--- src/rtl/store_buffer.sv ---
// store_buffer: speculative store FIFO with commit, flush, load forwarding and a one-write-per-two-cycle dmem drain
module store_buffer #(
  parameter int DEPTH = 4,
  parameter int ROB_IDX_W = 4
) (
  input  logic                   in_clk,
  input  logic                   in_rst,
  input  logic                   in_st_valid,
  input  logic [63:0]            in_st_addr,
  input  logic [63:0]            in_st_data,
  input  logic [ROB_IDX_W-1:0]   in_st_rob_index,
  output logic                   out_st_ready,
  input  logic [63:0]            in_ld_addr,
  output logic                   out_ld_hit,
  output logic [63:0]            out_ld_data,
  input  logic                   in_commit,
  input  logic                   in_flush,
  output logic                   out_dmem_w_enable,
  output logic [63:0]            out_dmem_addr,
  output logic [63:0]            out_dmem_wval,
  output logic [$clog2(DEPTH):0] out_count,
  output logic                   out_empty
);
  localparam int PW = $clog2(DEPTH);
  localparam int CW = PW + 1;
  typedef enum logic {IDLE, WRITE} state_t;
  state_t state, state_nx;
  logic [DEPTH-1:0] valid, committed;
  logic [63:0] addr [DEPTH];
  logic [63:0] data [DEPTH];
  logic [ROB_IDX_W-1:0] rob [DEPTH];
  logic [PW-1:0] head, cmt, tail, cmt_nx;
  logic alloc, commit, pop;
  logic [CW-1:0] ucnt, flushed;
  assign out_st_ready = out_count < CW'(DEPTH);
  assign out_empty = out_count == '0 && state != WRITE;
  assign out_dmem_w_enable = state == WRITE;
  // Per-cycle control: flush blocks allocation, commit is applied before flush
  always_comb begin
    alloc = in_st_valid & out_st_ready & ~in_flush;
    commit = in_commit & valid[cmt] & ~committed[cmt];
    cmt_nx = commit ? cmt + PW'(1) : cmt;
    ucnt = '0;
    for (int i = 0; i < DEPTH; i++) ucnt = ucnt + CW'(valid[i] & ~committed[i]);
    flushed = in_flush ? ucnt - CW'(commit) : '0;
  end
  // Drain FSM next state: a committed head starts a single-cycle write
  always_comb begin
    pop = state == IDLE && valid[head] && committed[head];
    state_nx = pop ? WRITE : IDLE;
  end
  // Drain FSM state register; reset abandons any write in progress
  always_ff @(posedge in_clk) state <= !in_rst ? IDLE : state_nx;
  // Entry payload storage; validity is tracked separately so no reset is needed
  always_ff @(posedge in_clk) begin
    if (alloc) begin
      addr[tail] <= in_st_addr;
      data[tail] <= in_st_data;
      rob[tail] <= in_st_rob_index;
    end
  end
  // Entry flags, pointers, occupancy and the dmem write register
  always_ff @(posedge in_clk) begin
    if (!in_rst) begin
      valid <= '0;
      committed <= '0;
      head <= '0;
      cmt <= '0;
      tail <= '0;
      out_count <= '0;
      out_dmem_addr <= '0;
      out_dmem_wval <= '0;
    end else begin
      if (alloc) begin
        valid[tail] <= 1'b1;
        committed[tail] <= 1'b0;
        tail <= tail + PW'(1);
      end
      if (commit) committed[cmt] <= 1'b1;
      cmt <= cmt_nx;
      if (in_flush) begin
        for (int i = 0; i < DEPTH; i++)
          if (valid[i] && !committed[i] && !(commit && PW'(i) == cmt)) valid[i] <= 1'b0;
        tail <= cmt_nx;
      end
      if (pop) begin
        valid[head] <= 1'b0;
        committed[head] <= 1'b0;
        head <= head + PW'(1);
        out_dmem_addr <= addr[head];
        out_dmem_wval <= data[head];
      end
      out_count <= out_count + CW'(alloc) - CW'(pop) - flushed;
    end
  end
  // Load forwarding: write register lowest priority, then entries oldest to youngest so the youngest wins
  always_comb begin
    logic [PW-1:0] idx;
    idx = '0;
    out_ld_hit = state == WRITE && out_dmem_addr == in_ld_addr;
    out_ld_data = out_ld_hit ? out_dmem_wval : '0;
    for (int k = 0; k < DEPTH; k++) begin
      idx = head + PW'(k);
      if (valid[idx] && addr[idx] == in_ld_addr) begin
        out_ld_hit = 1'b1;
        out_ld_data = data[idx];
      end
    end
  end
endmodule

--- config.mk ---
export PLATFORM = sky130hd
export DESIGN_NAME = store_buffer
export DESIGN_NICKNAME = d
export VERILOG_FILES = /design/src/rtl/store_buffer.sv
export SDC_FILE = /design/constraint.sdc
export NUM_CORES = 2
export LEC_CHECK = 0
export CORE_MARGIN = 4
export CORE_UTILIZATION = 59
export CTS_BUF_LIST = sky130_fd_sc_hd__clkbuf_8 sky130_fd_sc_hd__clkbuf_16
export CTS_CLUSTER_DIAMETER = 200
export CTS_CLUSTER_SIZE = 28
export DETAILED_ROUTE_END_ITERATION = 8
export PLACE_DENSITY = 0.9
export SLEW_MARGIN = 10
export SYNTH_ARGS = -nofsm -noshare
export SYNTH_HDL_FRONTEND = slang
export SYNTH_SLANG_ARGS = --single-unit
--- constraint.sdc ---
create_clock -name in_clk -period 5.85 [get_ports in_clk]
set_clock_uncertainty 0.2 [all_clocks]
set_input_delay 0.8775 -clock in_clk [delete_from_list [all_inputs] [get_ports in_clk]]
set_output_delay 0.8775 -clock in_clk [all_outputs]
set_load 0.02 [all_outputs]
==> flow_summary.ini <==
[run_status]
outcome = complete, but fails checks
failed_checks = setup timing

[clocking]
htreeDepth = 1
cts.clk_slew.worst_paths_ps = 110
insertion_delay_ps = 680
clk_path_buf_depth = 3
numCtsBuffers = 27
clock_sinks = 660
tritoncts = built
root_buffer = clkbuf_16

[timing]
worst_slew_pin_slew_ps = 1160
tns_ps = -5740
setup_viol = 59
post-route-period-util_pct = 109
min_period_ps = 6390
finalHoldViolCount = 0
slew_headroom_pct = 22.9
drv_slew = 0
rsz0062_at_grt = true
fmax_ghz = 0.157
finalWorstSetupSlack_ps = -539

[critical_path]
cp-start-kind = flop
worstSetupPathType = flop to output port
critPathMaxFanout = 9
cp_slowest_stage_delay_ps = 630
endpoint_kind = output port
crit_slowest_cell = mux4_2
worstPathRequired_ps = 4770
cp_data_arrival_time_ps = 5310
crit_path_frequent_cell = buf_4
path_cells = buf_12, buf_16, mux4_2, a221o_1, nor4_2, buf_4, nand4_1, buf_6, or4_4, clkbuf_16, a311oi_2, o32ai_2, buf_4, buf_2

[die]
dieArea_um2 = 76300
initial_core_util_pct = 59.4
die_h_um = 276
io_pins = 400
rows = 98
die_x_um = 276
core_um2 = 71400

[yosys]
async_flop_share_pct = 0
ys_types = 74
yosysWarnings = 0
ys_seq_elements = 660
synth_flop_cell = edfxtp_1
synth.largest_area_cell = edfxtp_1
synth.net_count = 3577
synthCells = 3356
netlist_area_um2 = 42400
synth_edf_count = 512
avgSynthCellArea_um2 = 12.6
synth.top_cells.by_area = edfxtp_1, mux4_2, dfxtp_1, mux2i_1, xnor2_1
seq_area_frac_synth_pct = 43.2
netlist.area_leader.share_pct = 36.2

[detailed_routing]
antenna_left = 0
vias_per_cell = 7.84
drtIter0Drc = 7326
drt_pass1_iterations = 8
routedWlPerCell_um = 37.1
drt_wl_total_mm = 183
drcViolationCount = 0
vias = 38700

[power]
power_density_nw_per_um2 = 185
peakVddDrop_uv = 265
switching_share_pct = 28.9
pwr-share-clk_pct = 24.2
p_int_mw = 7.07
power.leakage_nw = 17.0
p_seq_share_pct = 54.6
power_frac_comb_pct = 21.3
net-switching-power_mw = 2.87

[cells_and_area]
final_common_cell = edfxtp_1
regArea_um2 = 18400
nFillCells = 4049
fin_cells = 4940
drive_gt1_share_pct = 32.2
multi_input_area_um2 = 23700
stdcell_area_um2 = 53600
final_nets = 4168
final_util_pct = 75.1
final_cell_mix = edfxtp_1, mux4_2, buf_4, clkdlybuf4s50_1, nand2_1
syn_to_final_growth_pct = 26.4

[global_routing]
grt.total_usage_pct = 42.6
grt_pass1_wl_mm = 243
overflow = 0
antenna_found_initial = 35
grt_pass1_vias = 35800
grt_max_degree = 139

[placed_design]
gp_congestion = 1.11
placed_area_um2 = 49800
io_buffers = 395
dp.final_hpwl_mm = 117
dp_cells = 4760
dp_slack_ps = -282

[min_path]
hold_path.class = flop to flop

[run]
cap_viol_max_count = 0
## cell type report
cell class                 instances  area share (%)
antenna                           22           0.103
clock buffer                      27            1.26
clock inverter                    23           0.215
inverter                          65           0.485
multi-input combinational       2295            44.2
sequential                       660            34.2
tap                              950            2.22
timing repair buffer             898            17.3
## state kept, by name (all words and copies together) (netlist names), named ones only
signal,flops
data,256
head,2
tail,2
committed,4
valid,4
out_dmem_wval,64
cmt,2
addr,256
out_count,3
out_dmem_addr,64
out_dmem_w_enable,1
## cells in the mapped netlist, types with 11 or more instances
master       n
o32ai_1     57
o2bb2ai_1   11
a311oi_1    59
nor4_1      96
edfxtp_1   512
and2_1      79
o221ai_1    14
o211ai_1    11
inv_1       61
a211oi_1    12
mux4_2     413
buf_4       24
nor2b_1     11
a21oi_1    143
buf_6       22
buf_1       31
nand2_1    290
clkbuf_1   196
mux2_2      41
nand4_1     33
nor2_1     193
o22ai_1     27
mux2i_1    224
nand2b_1    23
dfxtp_1    148
nand3_1     77
xnor2_1    142
a221oi_1    14
nor3b_1     64
ha_1        16
buf_2       60
a2bb2oi_1   12
o21ai_0     32
xor2_1      73
## metal layers
layer	part of all wire (%)	GRT usage, %
met3	18	14.7
met2	42	64.4
met5	0.16	0.375
met1	31	55.2
met4	9.2	21.5
## worst paths after layout
| path | cells past startpoint | slack [ps] | endpoint | startpoint |
|---|---|---|---|---|
| hold reg to reg | 2 | 280 | out_dmem_wval[9] | out_dmem_wval[9] |
| setup / recovery | 14 | -540 | out_ld_data[2] | head[0] |
| setup reg to reg | 16 | 1240 | out_count[2] | valid[0] |
| hold / removal | 2 | 280 | out_dmem_wval[9] | out_dmem_wval[9] |
## power by group through the flow
stage / clock [mW] / sequential, mW / combinational, mW
5_1_grt: 2.54 / 5.44 / 2.15
3_5_place_dp: 0 / 5.51 / 1.89
4_1_cts: 2.34 / 5.40 / 1.94
3_3_place_gp: 0 / 5.48 / 1.86
6_report: 2.40 / 5.42 / 2.11
2_1_floorplan: 0 / 5.50 / 1.03
## critical path: cells and delay by family (launching register included)
family,cells,cell delay [ps]
buf+inv,7,1280
compound gates,3,1200
simple gates,3,1060
mux,1,630
flops,1,440
## kinds of logic after synthesis
kind of cell | after synthesis | synth area share (%)
and+or+nand+nor | 897 | 10.4
muxes | 678 | 28.3
DFF | 660 | 43.2
AOI/OAI and AO/OA | 485 | 8.55
buffers and inverters | 401 | 4.41
xor gates and xnor gates | 215 | 4.44
adders and majority gates | 20 | 0.661
## repair_timing
item                       4_1_cts  5_1_grt
gates cloned                     6       14
pin swaps                       15       56
hold buffers                     0        0
setup endpoints to repair       65       65
gates resized for setup        319      300
buffers inserted                19       73
## through the flow
step	power, mW	hold WS (ps)
2_1_floorplan	6.53	261
3_3_place_gp	7.34	252
6_report	9.93	280
4_1_cts	9.68	274
5_1_grt	10.1	302
3_5_place_dp	7.40	259
No activity file was read; power rests on OpenSTA's default activity.
